===== config.mk =====
export PLATFORM = sky130hd
export DESIGN_NAME = fifo_uart_tx_flat
export DESIGN_NICKNAME = d
export VERILOG_FILES = /design/src/rtl/fifo_uart_tx_if.sv /design/src/rtl/fifo_uart_tx.sv /design/src/flat_wrapper.sv
export SDC_FILE = /design/constraint.sdc
export NUM_CORES = 1
export LEC_CHECK = 0
export ABC_AREA = 1
export CAP_MARGIN = 20
export CORE_ASPECT_RATIO = 0.7
export CORE_MARGIN = 4
export CORE_UTILIZATION = 40
export CTS_BUF_LIST = sky130_fd_sc_hd__clkbuf_4
export CTS_CLUSTER_DIAMETER = 200
export CTS_CLUSTER_SIZE = 30
export DETAILED_ROUTE_END_ITERATION = 6
export GPL_TIMING_DRIVEN = 0
export PLACE_DENSITY = 0.78
export SLEW_MARGIN = 0
export SYNTH_ARGS = -nofsm -noshare
export SYNTH_HDL_FRONTEND = slang
export SYNTH_SLANG_ARGS = --single-unit

===== constraint.sdc =====
create_clock -name clk -period 1.43 [get_ports clk]
set_input_delay 0.143 -clock clk [delete_from_list [all_inputs] [get_ports clk]]
set_output_delay 0.143 -clock clk [all_outputs]
set_load 0.005 [all_outputs]

===== src/rtl/fifo_uart_tx_if.sv =====
// Bundle of signals between the byte FIFO, the transmit control and the
// serial line for fifo_uart_tx.
//
// Pop handshake: buf_empty is the FIFO's "data available" flag (active low)
// and rd_en is the pop strobe. rd_en is only raised when buf_empty was
// sampled low, is exactly one clock wide, and the popped byte is valid on
// buf_out from the clock edge after the one that sampled rd_en. There is
// no back-pressure from the FIFO side.
interface fifo_uart_tx_if;
    logic       tx_en;      // permission to start a new frame
    logic       buf_empty;  // FIFO empty flag
    logic [7:0] buf_out;    // FIFO registered read data
    logic       rd_en;      // FIFO pop strobe
    logic       tx;         // serial line, idle high
    logic       busy;       // transmitter not idle
    logic       tx_done;    // one-cycle end-of-frame pulse
    logic [2:0] state_dbg;  // current FSM state encoding

    // Transmitter side
    modport master (
        input  tx_en, buf_empty, buf_out,
        output rd_en, tx, busy, tx_done, state_dbg
    );

    // FIFO / environment side
    modport slave (
        output tx_en, buf_empty, buf_out,
        input  rd_en, tx, busy, tx_done, state_dbg
    );
endinterface


===== src/rtl/fifo_uart_tx.sv =====
// UART transmitter draining a registered-read byte FIFO. Pops one byte,
// waits for it to appear on buf_out, then shifts it out LSB first as a
// start bit, 8 data bits, optional even parity and 1 or 2 stop bits.
module fifo_uart_tx #(
    parameter int CLKS_PER_BIT = 16,
    parameter int PARITY_EN    = 0,
    parameter int STOP_BITS    = 1
) (
    input  logic           clk,
    input  logic           rst,
    fifo_uart_tx_if.master bus
);

    localparam int CNT_W = (CLKS_PER_BIT > 2) ? $clog2(CLKS_PER_BIT) : 1;
    localparam logic [CNT_W-1:0] CNT_LAST = CNT_W'(CLKS_PER_BIT - 1);

    typedef enum logic [2:0] {
        IDLE   = 3'd0,
        REQ    = 3'd1,
        LOAD   = 3'd2,
        START  = 3'd3,
        DATA   = 3'd4,
        PARITY = 3'd5,
        STOP   = 3'd6
    } state_t;

    state_t           state,      state_d;
    logic [CNT_W-1:0] cnt,        cnt_d;
    logic [2:0]       bit_idx,    bit_idx_d;
    logic             stop_cnt,   stop_cnt_d;
    logic [7:0]       shift_reg,  shift_d;
    logic             parity_bit, parity_d;
    logic             tx_q,       tx_d;
    logic             rd_en_q,    rd_en_d;
    logic             tx_done_q,  tx_done_d;

    logic             bit_last;
    logic [2:0]       next_idx;

    assign bit_last = (cnt == CNT_LAST);
    assign next_idx = bit_idx + 3'd1;

    // Register all state and the registered outputs (tx, rd_en, tx_done).
    always_ff @(posedge clk or posedge rst) begin
        if (rst) begin
            state      <= IDLE;
            cnt        <= '0;
            bit_idx    <= '0;
            stop_cnt   <= 1'b0;
            shift_reg  <= '0;
            parity_bit <= 1'b0;
            tx_q       <= 1'b1;
            rd_en_q    <= 1'b0;
            tx_done_q  <= 1'b0;
        end else begin
            state      <= state_d;
            cnt        <= cnt_d;
            bit_idx    <= bit_idx_d;
            stop_cnt   <= stop_cnt_d;
            shift_reg  <= shift_d;
            parity_bit <= parity_d;
            tx_q       <= tx_d;
            rd_en_q    <= rd_en_d;
            tx_done_q  <= tx_done_d;
        end
    end

    // Next-state and next-output logic. tx_d always carries the level of the
    // bit that starts at the coming edge, so tx changes exactly on bit
    // boundaries without any combinational path to the pin.
    always_comb begin
        state_d    = state;
        cnt_d      = cnt;
        bit_idx_d  = bit_idx;
        stop_cnt_d = stop_cnt;
        shift_d    = shift_reg;
        parity_d   = parity_bit;
        tx_d       = tx_q;
        rd_en_d    = 1'b0;
        tx_done_d  = 1'b0;

        case (state)
            IDLE: begin
                tx_d       = 1'b1;
                cnt_d      = '0;
                bit_idx_d  = '0;
                stop_cnt_d = 1'b0;
                // tx_en and buf_empty only matter here, so a frame in
                // flight is never affected by either of them.
                if (bus.tx_en && !bus.buf_empty) begin
                    rd_en_d = 1'b1;
                    state_d = REQ;
                end
            end

            REQ: begin
                // FIFO samples the pop strobe on this edge; data arrives next.
                state_d = LOAD;
            end

            LOAD: begin
                shift_d  = bus.buf_out;
                parity_d = ^bus.buf_out;
                cnt_d    = '0;
                tx_d     = 1'b0;
                state_d  = START;
            end

            START: begin
                if (bit_last) begin
                    cnt_d     = '0;
                    bit_idx_d = '0;
                    tx_d      = shift_reg[0];
                    state_d   = DATA;
                end else begin
                    cnt_d = cnt + CNT_W'(1);
                end
            end

            DATA: begin
                if (bit_last) begin
                    cnt_d = '0;
                    if (bit_idx == 3'd7) begin
                        if (PARITY_EN != 0) begin
                            tx_d    = parity_bit;
                            state_d = PARITY;
                        end else begin
                            tx_d    = 1'b1;
                            state_d = STOP;
                        end
                    end else begin
                        bit_idx_d = next_idx;
                        tx_d      = shift_reg[next_idx];
                    end
                end else begin
                    cnt_d = cnt + CNT_W'(1);
                end
            end

            PARITY: begin
                if (bit_last) begin
                    cnt_d   = '0;
                    tx_d    = 1'b1;
                    state_d = STOP;
                end else begin
                    cnt_d = cnt + CNT_W'(1);
                end
            end

            STOP: begin
                tx_d = 1'b1;
                if (bit_last) begin
                    cnt_d = '0;
                    // With two stop bits the first boundary only flips the
                    // stop counter; the frame ends on the second one.
                    if ((STOP_BITS == 2) && !stop_cnt) begin
                        stop_cnt_d = 1'b1;
                    end else begin
                        stop_cnt_d = 1'b0;
                        tx_done_d  = 1'b1;
                        state_d    = IDLE;
                    end
                end else begin
                    cnt_d = cnt + CNT_W'(1);
                end
            end

            default: begin
                tx_d    = 1'b1;
                state_d = IDLE;
            end
        endcase
    end

    assign bus.tx        = tx_q;
    assign bus.rd_en     = rd_en_q;
    assign bus.tx_done   = tx_done_q;
    assign bus.busy      = (state != IDLE);
    assign bus.state_dbg = state;

endmodule

===== src/flat_wrapper.sv =====
// flat-port wrapper written by rule: the top's interface ports become plain ports
module fifo_uart_tx_flat 
#(
    parameter int CLKS_PER_BIT = 16,
    parameter int PARITY_EN    = 0,
    parameter int STOP_BITS    = 1
)
  (clk, rst, bus_tx_en, bus_buf_empty, bus_buf_out, bus_rd_en, bus_tx, bus_busy, bus_tx_done, bus_state_dbg);
  fifo_uart_tx_if bus_i ();
  input  logic clk;
  input  logic rst;
  input wire logic [$bits(bus_i.tx_en)-1:0] bus_tx_en;
  input wire logic [$bits(bus_i.buf_empty)-1:0] bus_buf_empty;
  input wire logic [$bits(bus_i.buf_out)-1:0] bus_buf_out;
  output wire logic [$bits(bus_i.rd_en)-1:0] bus_rd_en;
  output wire logic [$bits(bus_i.tx)-1:0] bus_tx;
  output wire logic [$bits(bus_i.busy)-1:0] bus_busy;
  output wire logic [$bits(bus_i.tx_done)-1:0] bus_tx_done;
  output wire logic [$bits(bus_i.state_dbg)-1:0] bus_state_dbg;
  assign bus_i.tx_en = bus_tx_en;
  assign bus_i.buf_empty = bus_buf_empty;
  assign bus_i.buf_out = bus_buf_out;
  assign bus_rd_en = bus_i.rd_en;
  assign bus_tx = bus_i.tx;
  assign bus_busy = bus_i.busy;
  assign bus_tx_done = bus_i.tx_done;
  assign bus_state_dbg = bus_i.state_dbg;
  fifo_uart_tx #(.CLKS_PER_BIT(CLKS_PER_BIT), .PARITY_EN(PARITY_EN), .STOP_BITS(STOP_BITS)) u_core (.clk(clk), .rst(rst), .bus(bus_i));
endmodule

==> key figures, run 1 <==
Route
  • WL final: ~2700 um
  • DR WL/cell: roughly 13 um
  • Remaining DRCs: 0
  • Initial DRC Count: 59
  • Drt pass-1 iters: 4
  • Routed Antenna Nets: 0
  • Via density: about 5.0
  • Vias post-DR: ~1100

STA
  • Final min period: 1.45 ns
  • Final Hold Fails: 0
  • PnR worst setup slack: -0.0205 ns
  • Setup violations, final: 5
  • Final period util: 101%
  • Rel. slew slack: roughly 45%
  • Final Max Slew Viols: 0
  • Setup_tns: -0.0430 ns
  • Hold_ws: a little under 0.3 ns
  • Worst-Margin Slew: approximately 0.8 ns
  • Fmax: 689 MHz
  • RSZ-0062 raised after global routing: yes
  • Clk_skew: roughly 0.0017 ns

Floorplan
  • CORE AREA: ~0.0026 sq mm
  • Initial Util: 43.5%
  • I/O pins: 19
  • Site Rows: 15
  • Die Footprint: 0.00369 sq mm
  • Die Span Y: about 52 um
  • Die X: roughly 71 um

Placement
  • Dpl hpwl: about 1800 um
  • Placer Congestion: 0.921
  • Post-DP Area: 0.00133 sq mm
  • Pre-CTS WS: -0.153 ns
  • Port bufs: 18

Yosys
  • Synth area leader: dfrtp_1
  • Asr flop ratio synth: 100%
  • Yosys top cell area share: between 40 and 50%
  • Sequential area share after synthesis: a little under half
  • Synth Instances: approximately 140
  • Synth top area cells: dfrtp_1 (45%), nand2_1 (20%), nand3_1 (10%)
  • #FFs+latches synth: 21
  • Main synth FF type: dfrtp_1
  • Post-synthesis cell area: 0.00111 sq mm
  • Post-Syn Area per Cell: approximately 7.7 sq um
  • Most frequent cell after synthesis: nand2_1
  • Post-synth top cells: nand2_1 (59), nand3_1 (23), dfrtp_1 (20)
  • Post-synth cell types: 21
  • Post-synth EDFFs: 0
  • Synth warnings: 0
  • Syn Nets: 159

Cells and area
  • FILL cells: roughly 230
  • Max FFs per register: 8
  • Nets: a little under 200
  • Layout cells sized above 1: a little over a quarter
  • Area grow syn2layout: 38.3%
  • N_diodes: 0
  • Cell area after layout: roughly 0.0015 sq mm

Hold path
  • Hold Crit Class: in -> async

Critical path
  • Required time worst endpoint: roughly 1.6 ns
  • Critical path's slowest cell: dfrtp_2
  • CP Launch Type: flop
  • Nature of the critical path endpoint: flop
  • Critical path cell sequence: buf_6, inv_6, nor2_4, nand2_2, inv_2, nand2_2, nand2_2, nand3b_1, nand2_1, nand2_1
  • Crit path top cell by count: nand2_2
  • Critical path type: reg -> reg
  • CP max stage delay: 0.45 ns
  • CP max FO: 4
  • Crit path arrival time: 1.66 ns

Power and ir drop
  • Leak Pwr: 0.774 nW
  • Clock group share of total power: between 10% and 20%
  • Power per cell area: around 1900 mW/mm^2
  • Peak VDD IR: between 0.8 and 0.9 mV
  • P_int: 0.00168 W
  • Sequential cell fraction of total power: between 30% and 40%
  • Total net switching power: 0.00131 W
  • Comb power frac: 57.5%
  • Sw Ratio: a little over two fifths

Clock tree
  • Clk_lat worst skew: ~0.30 ns
  • Clock root buffer: clkbuf_4
  • CTS Sinks: 21
  • # hold bufs at CTS: 0
  • H-tree depth: 1
  • Total CTS buffers: 3
  • Bufs on Longest Clock Path: 2
  • Reg clk slew, reported paths: around 0.11 ns
  • CTS tree: done

GRT
  • Overflow after GRT: 0
  • Total GRT Usage: between 10 and 15%
  • Initial antenna violation count: 0
  • Vias in the first global route: around 930
  • First-pass GRT wire length: about 4200 um
  • Largest net degree at the start of global routing: 22

Run status
  • Failing checks: setup timing
  • Status: complete, but fails checks

Flow run
  • Max_cap viols: 0
==> metrics by stage <==
stage / util, % / total power [W] / instances
after floorplan: - / 0.00189 / 144
after global placement: 52.2 / 0.00226 / 196
after detailed placement: 52.2 / 0.00231 / 196
after CTS: 57.5 / 0.00280 / 207
after global routing: 60.1 / 0.00324 / 214
final: 60.1 / 0.00299 / 214
==> repair_timing <==
action	4_1_cts	5_1_grt
setup endpoints to repair	12	10
gates cloned	0	0
buffers inserted	7	7
pin swaps	1	6
gates resized for setup	22	8
==> kinds of logic after synthesis <==
group	Yosys count	share of synthesized area, %
and+or+nand+nor	98	40.0
DFF	21	47.5
buffers and inverters	14	4.74
AOI/OAI and AO/OA	7	3.61
adders and majority gates	3	3.38
xor gates and xnor gates	1	0.789
==> final timing paths <==
check / from / to / slack [ns] / cells after the start
setup / recovery: u_core.bus.state_dbg[2] / u_core.bus.state_dbg[2] / -0.02 / 10
hold / removal: rst / u_core.shift_reg[4] / 0.29 / 2
setup reg to reg: u_core.bus.state_dbg[2] / u_core.bus.state_dbg[2] / -0.02 / 10
hold reg to reg: u_core.shift_reg[3] / u_core.shift_reg[3] / 0.49 / 2
max in group asynchronous: rst / u_core.bus.state_dbg[1] / 0.57 / 2
min in group clk: bus_buf_out[2] / u_core.shift_reg[2] / 0.36 / 3
==> power groups by stage <==
stage / Sequential, W / Clock, W / Combinational, W
final: 0.000970 / 0.000301 / 0.00172
after CTS: 0.000961 / 0.000318 / 0.00152
after detailed placement: 0.00102 / 0 / 0.00128
after global routing: 0.000996 / 0.000349 / 0.00189
after global placement: 0.00102 / 0 / 0.00124
after floorplan: 0.000985 / 0 / 0.000908
==> final cells by class <==
| class | count | area (sq um) | share of cell area, % |
|---|---|---|---|
| sequential | 21 | 532 | 34.6 |
| tap | 34 | 42.5 | 2.77 |
| clock buffer | 4 | 30.0 | 1.96 |
| multi-input combinational | 109 | 591 | 38.5 |
| timing repair buffer | 32 | 283 | 18.4 |
| inverter | 14 | 57.6 | 3.75 |
==> metal layers <==
layer / GRT usage (%) / share of wire [%] / vias to the layer above
met5: 0 / 0 / -
met4: 3.75 / 1.2 / 0
met3: 3.86 / 7.4 / 6
met2: 22.8 / 46 / 42
met1: 19.5 / 46 / 497
li1: - / - / 534
==> cell usage in the layout, fill, tap and decap left out <==
master / n
o21a_1: 1
a21oi_2: 2
nand3b_1: 2
o211ai_1: 1
inv_2: 5
nor2_4: 3
o21ai_0: 3
inv_1: 8
inv_6: 1
clkbuf_2: 1
nand3_1: 20
dfrtp_1: 16
xor2_1: 1
dfrtp_2: 4
nor2_1: 3
dlygate4sd2_1: 4
buf_6: 2
buf_4: 12
nand3_2: 4
clkbuf_4: 4
nor3_1: 1
dfstp_2: 1
nand2_2: 6
nand4_1: 1
nor2_2: 1
ha_4: 2
nand2_1: 56
or2_2: 1
ha_1: 1
clkdlybuf4s50_1: 13
==> worst max-delay path: cells and delay by family, from the launching register on <==
kind          cells  cell delay (ns)
buf+inv           3             0.26
flops             1             0.45
simple gates      7             0.64
(Power assumes the default switching activity.)
==> run 2: changes to the inputs <==
--- a/config.mk
+++ b/config.mk
@@ -5,7 +5,6 @@
 export SDC_FILE = /design/constraint.sdc
 export NUM_CORES = 1
 export LEC_CHECK = 0
-export ABC_AREA = 1
 export CAP_MARGIN = 20
 export CORE_ASPECT_RATIO = 0.7
 export CORE_MARGIN = 4
@@ -15,7 +14,7 @@
 export CTS_CLUSTER_SIZE = 30
 export DETAILED_ROUTE_END_ITERATION = 6
 export GPL_TIMING_DRIVEN = 0
-export PLACE_DENSITY = 0.78
+export PLACE_DENSITY = 0.77
 export SLEW_MARGIN = 0
 export SYNTH_ARGS = -nofsm -noshare
 export SYNTH_HDL_FRONTEND = slang
==> key figures, run 2 <==
Cells and area
  • Max FFs per register: 8
  • Area grow syn2layout: 48.0%
  • Cell area after layout: around 0.0017 sq mm
  • Commonest non-fill, non-tap cell in the layout: dfrtp_1
  • Layout cells sized above 1: a little over two fifths
  • Most frequent cells in the layout: dfrtp_1 (17), buf_4 (16), clkdlybuf4s50_1 (13), mux2_4 (9), a21oi_1 (8)
  • N_diodes: 0
  • FILL cells: slightly above 200
  • Nets: 170

GRT
  • Total GRT Usage: about 17%
  • Largest net degree at the start of global routing: 22
  • Vias in the first global route: about 1100
  • First-pass GRT wire length: 5130 um
  • Initial antenna violation count: 0
  • Overflow after GRT: 0

STA
  • RSZ-0062 raised after global routing: yes
  • Setup violations, final: 6
  • Setup_tns: -0.368 ns
  • Hold_ws: approximately 0.28 ns
  • Final Hold Fails: 0
  • Fmax: between 600 and 700 MHz
  • Clk_skew: 0.00269 ns
  • PnR worst setup slack: -0.195 ns
  • Worst-Margin Slew: between 0.8 and 0.9 ns
  • Final min period: ~1.6 ns
  • Final period util: 114%
  • Final Max Slew Viols: 0
  • Rel. slew slack: between 40% and 50%

Clock tree
  • CTS Sinks: 21
  • Bufs on Longest Clock Path: 2
  • # hold bufs at CTS: 0
  • CTS tree: done
  • Clock root buffer: clkbuf_4
  • Total CTS buffers: 3
  • H-tree depth: 1
  • Reg clk slew, reported paths: between 0.1 and 0.15 ns
  • Clk_lat worst skew: between 0.3 and 0.4 ns

Critical path
  • CP Launch Point: u_core.bit_idx[0]
  • Crit path arrival time: ~1.9 ns
  • Reg-to-Reg Start: u_core.bit_idx[0]
  • Reg2reg setup slack: -0.20 ns
  • R2r worst-path depth: 5
  • CP endpoint: u_core.bus.tx
  • CP Launch Type: flop
  • Critical path type: reg -> reg
  • CP max FO: 4
  • Reg-to-Reg End: u_core.bus.tx
  • Nature of the critical path endpoint: flop
  • Required time worst endpoint: between 1.5 and 2 ns

Route
  • WL final: around 3500 um
  • Drt pass-1 iters: 5
  • Initial DRC Count: between 100 and 150
  • Vias post-DR: 1153
  • Via density: just over 6
  • DR WL/cell: approximately 18 um
  • Remaining DRCs: 0
  • Routed Antenna Nets: 0

Yosys
  • Post-synth EDFFs: 0
  • Yosys top cell area share: a little over two fifths
  • #FFs+latches synth: 21
  • Post-synth top cells: dfrtp_1 (20), mux2_2 (10), a21oi_1 (9)
  • Sequential area share after synthesis: between 40 and 50%
  • Synth top area cells: dfrtp_1 (42%), mux2_2 (9.5%), a21oi_1 (3.8%)
  • Most frequent cell after synthesis: dfrtp_1
  • Synth area leader: dfrtp_1
  • Post-Syn Area per Cell: around 10 sq um
  • Syn Nets: 131
  • Post-synthesis cell area: 0.00118 sq mm
  • Synth warnings: 0
  • Main synth FF type: dfrtp_1
  • Synth Instances: roughly 120
  • Post-synth cell types: 36
  • Asr flop ratio synth: 100%

Placement
  • Dpl hpwl: 1970 um
  • Pre-CTS WS: -0.221 ns
  • Post-DP Area: between 0.001 and 0.0015 sq mm
  • Placer Congestion: approximately 0.88
  • Port bufs: 18

Floorplan
  • CORE AREA: 0.00280 sq mm
  • I/O pins: 19
  • Die X: 73.0 um
  • Die Span Y: 53.5 um
  • Site Rows: 16
  • Initial Util: 42.1%
  • Die Footprint: about 0.004 sq mm

Run status
  • Status: complete, but fails checks
  • Failing checks: setup timing

Power and ir drop
  • Power per cell area: roughly 570 mW/mm^2
  • Pwr Total: between 0.0009 and 0.001 W
  • Leak Pwr: 0.802 nW
  • Peak VDD IR: about 0.58 mV

Hold path
  • Hold Crit Class: in -> async

Flow run
  • Max_cap viols: 0
## run 2: cell count changes after synthesis, sizes merged, moves of 3 or more
cell,previous run,this run
a21oi,2,9
buf,0,8
inv,14,5
mux2,0,10
nand2,62,7
nand3,24,8
nor2,7,2
nor2b,0,3
nor3b,0,3
o21ai,3,7
o22ai,0,3
## run 2: kinds of logic (layout without fill, tap and decap cells)
family                     Yosys count  count (layout)  synth area share [%]
and+or+nand+nor                     36              36                  17.4
buffers and inverters               14              52                  5.19
muxes                               12              12                  13.7
adders and majority gates            3               3                  3.18
AOI/OAI and AO/OA                   30              30                  16.0
DFF                                 21              21                  44.6
## run 2: per-stage QoR
| step | util (%) | std cells |
|---|---|---|
| finish | 62.4 | 190 |
| global route | 62.4 | 190 |
| CTS | 58.2 | 186 |
| floorplan | - | 116 |
| global placement | 50.9 | 170 |
| detailed placement | 50.9 | 170 |
## run 2: how the worst min path moves through the flow
stage	start	to	slack, ns
2_1_floorplan	rst	u_core.bit_idx[0]	0.12
3_3_place_gp	u_core.shift_reg[6]	u_core.shift_reg[6]	0.49
3_5_place_dp	u_core.shift_reg[7]	u_core.shift_reg[7]	0.50
4_1_cts	rst	u_core.shift_reg[3]	0.31
5_1_grt	rst	u_core.bus.rd_en	0.33
6_report	rst	u_core.shift_reg[3]	0.28
## run 2: what timing repair did
action | CTS | global route
pin swaps | 4 | 7
buffers inserted | 12 | 6
resized for setup | 33 | 26
setup endpoints to repair | 18 | 15
## run 2: power by group
group	leakage, nW	internal, W	switching, W	total (W)
clock network	0.0177	0.000105	0.000188	0.000292
registers	0.241	0.000608	0.00000853	0.000616
logic	0.543	0.0000535	0.0000271	0.0000806
## run 2: routing by layer
metal  part of all wire, %  GRT usage (%)
met4                   2.2           7.67
met1                    44           23.9
met2                    47           26.3
met5                     0              0
met3                   6.7           3.42
## run 2: critical path: stages (launching register included)
cell,delay (ns)
dfrtp_2,0.47
ha_4,0.29
mux4_2,0.30
nor2b_1,0.15
a211oi_1,0.22
a211oi_1,0.12
## run 2: final cells by class
class,instances,area [sq um],area share [%]
Multi-Input combinational cell,81,744,42.6
Sequential cell,21,531,30.4
Timing Repair Buffer,36,325,18.6
Buffer,7,53.8,3.08
Tap cell,36,45.0,2.58
Clock buffer,3,22.5,1.29
Inverter,5,21.3,1.22
Clock inverter,1,5.00,0.286
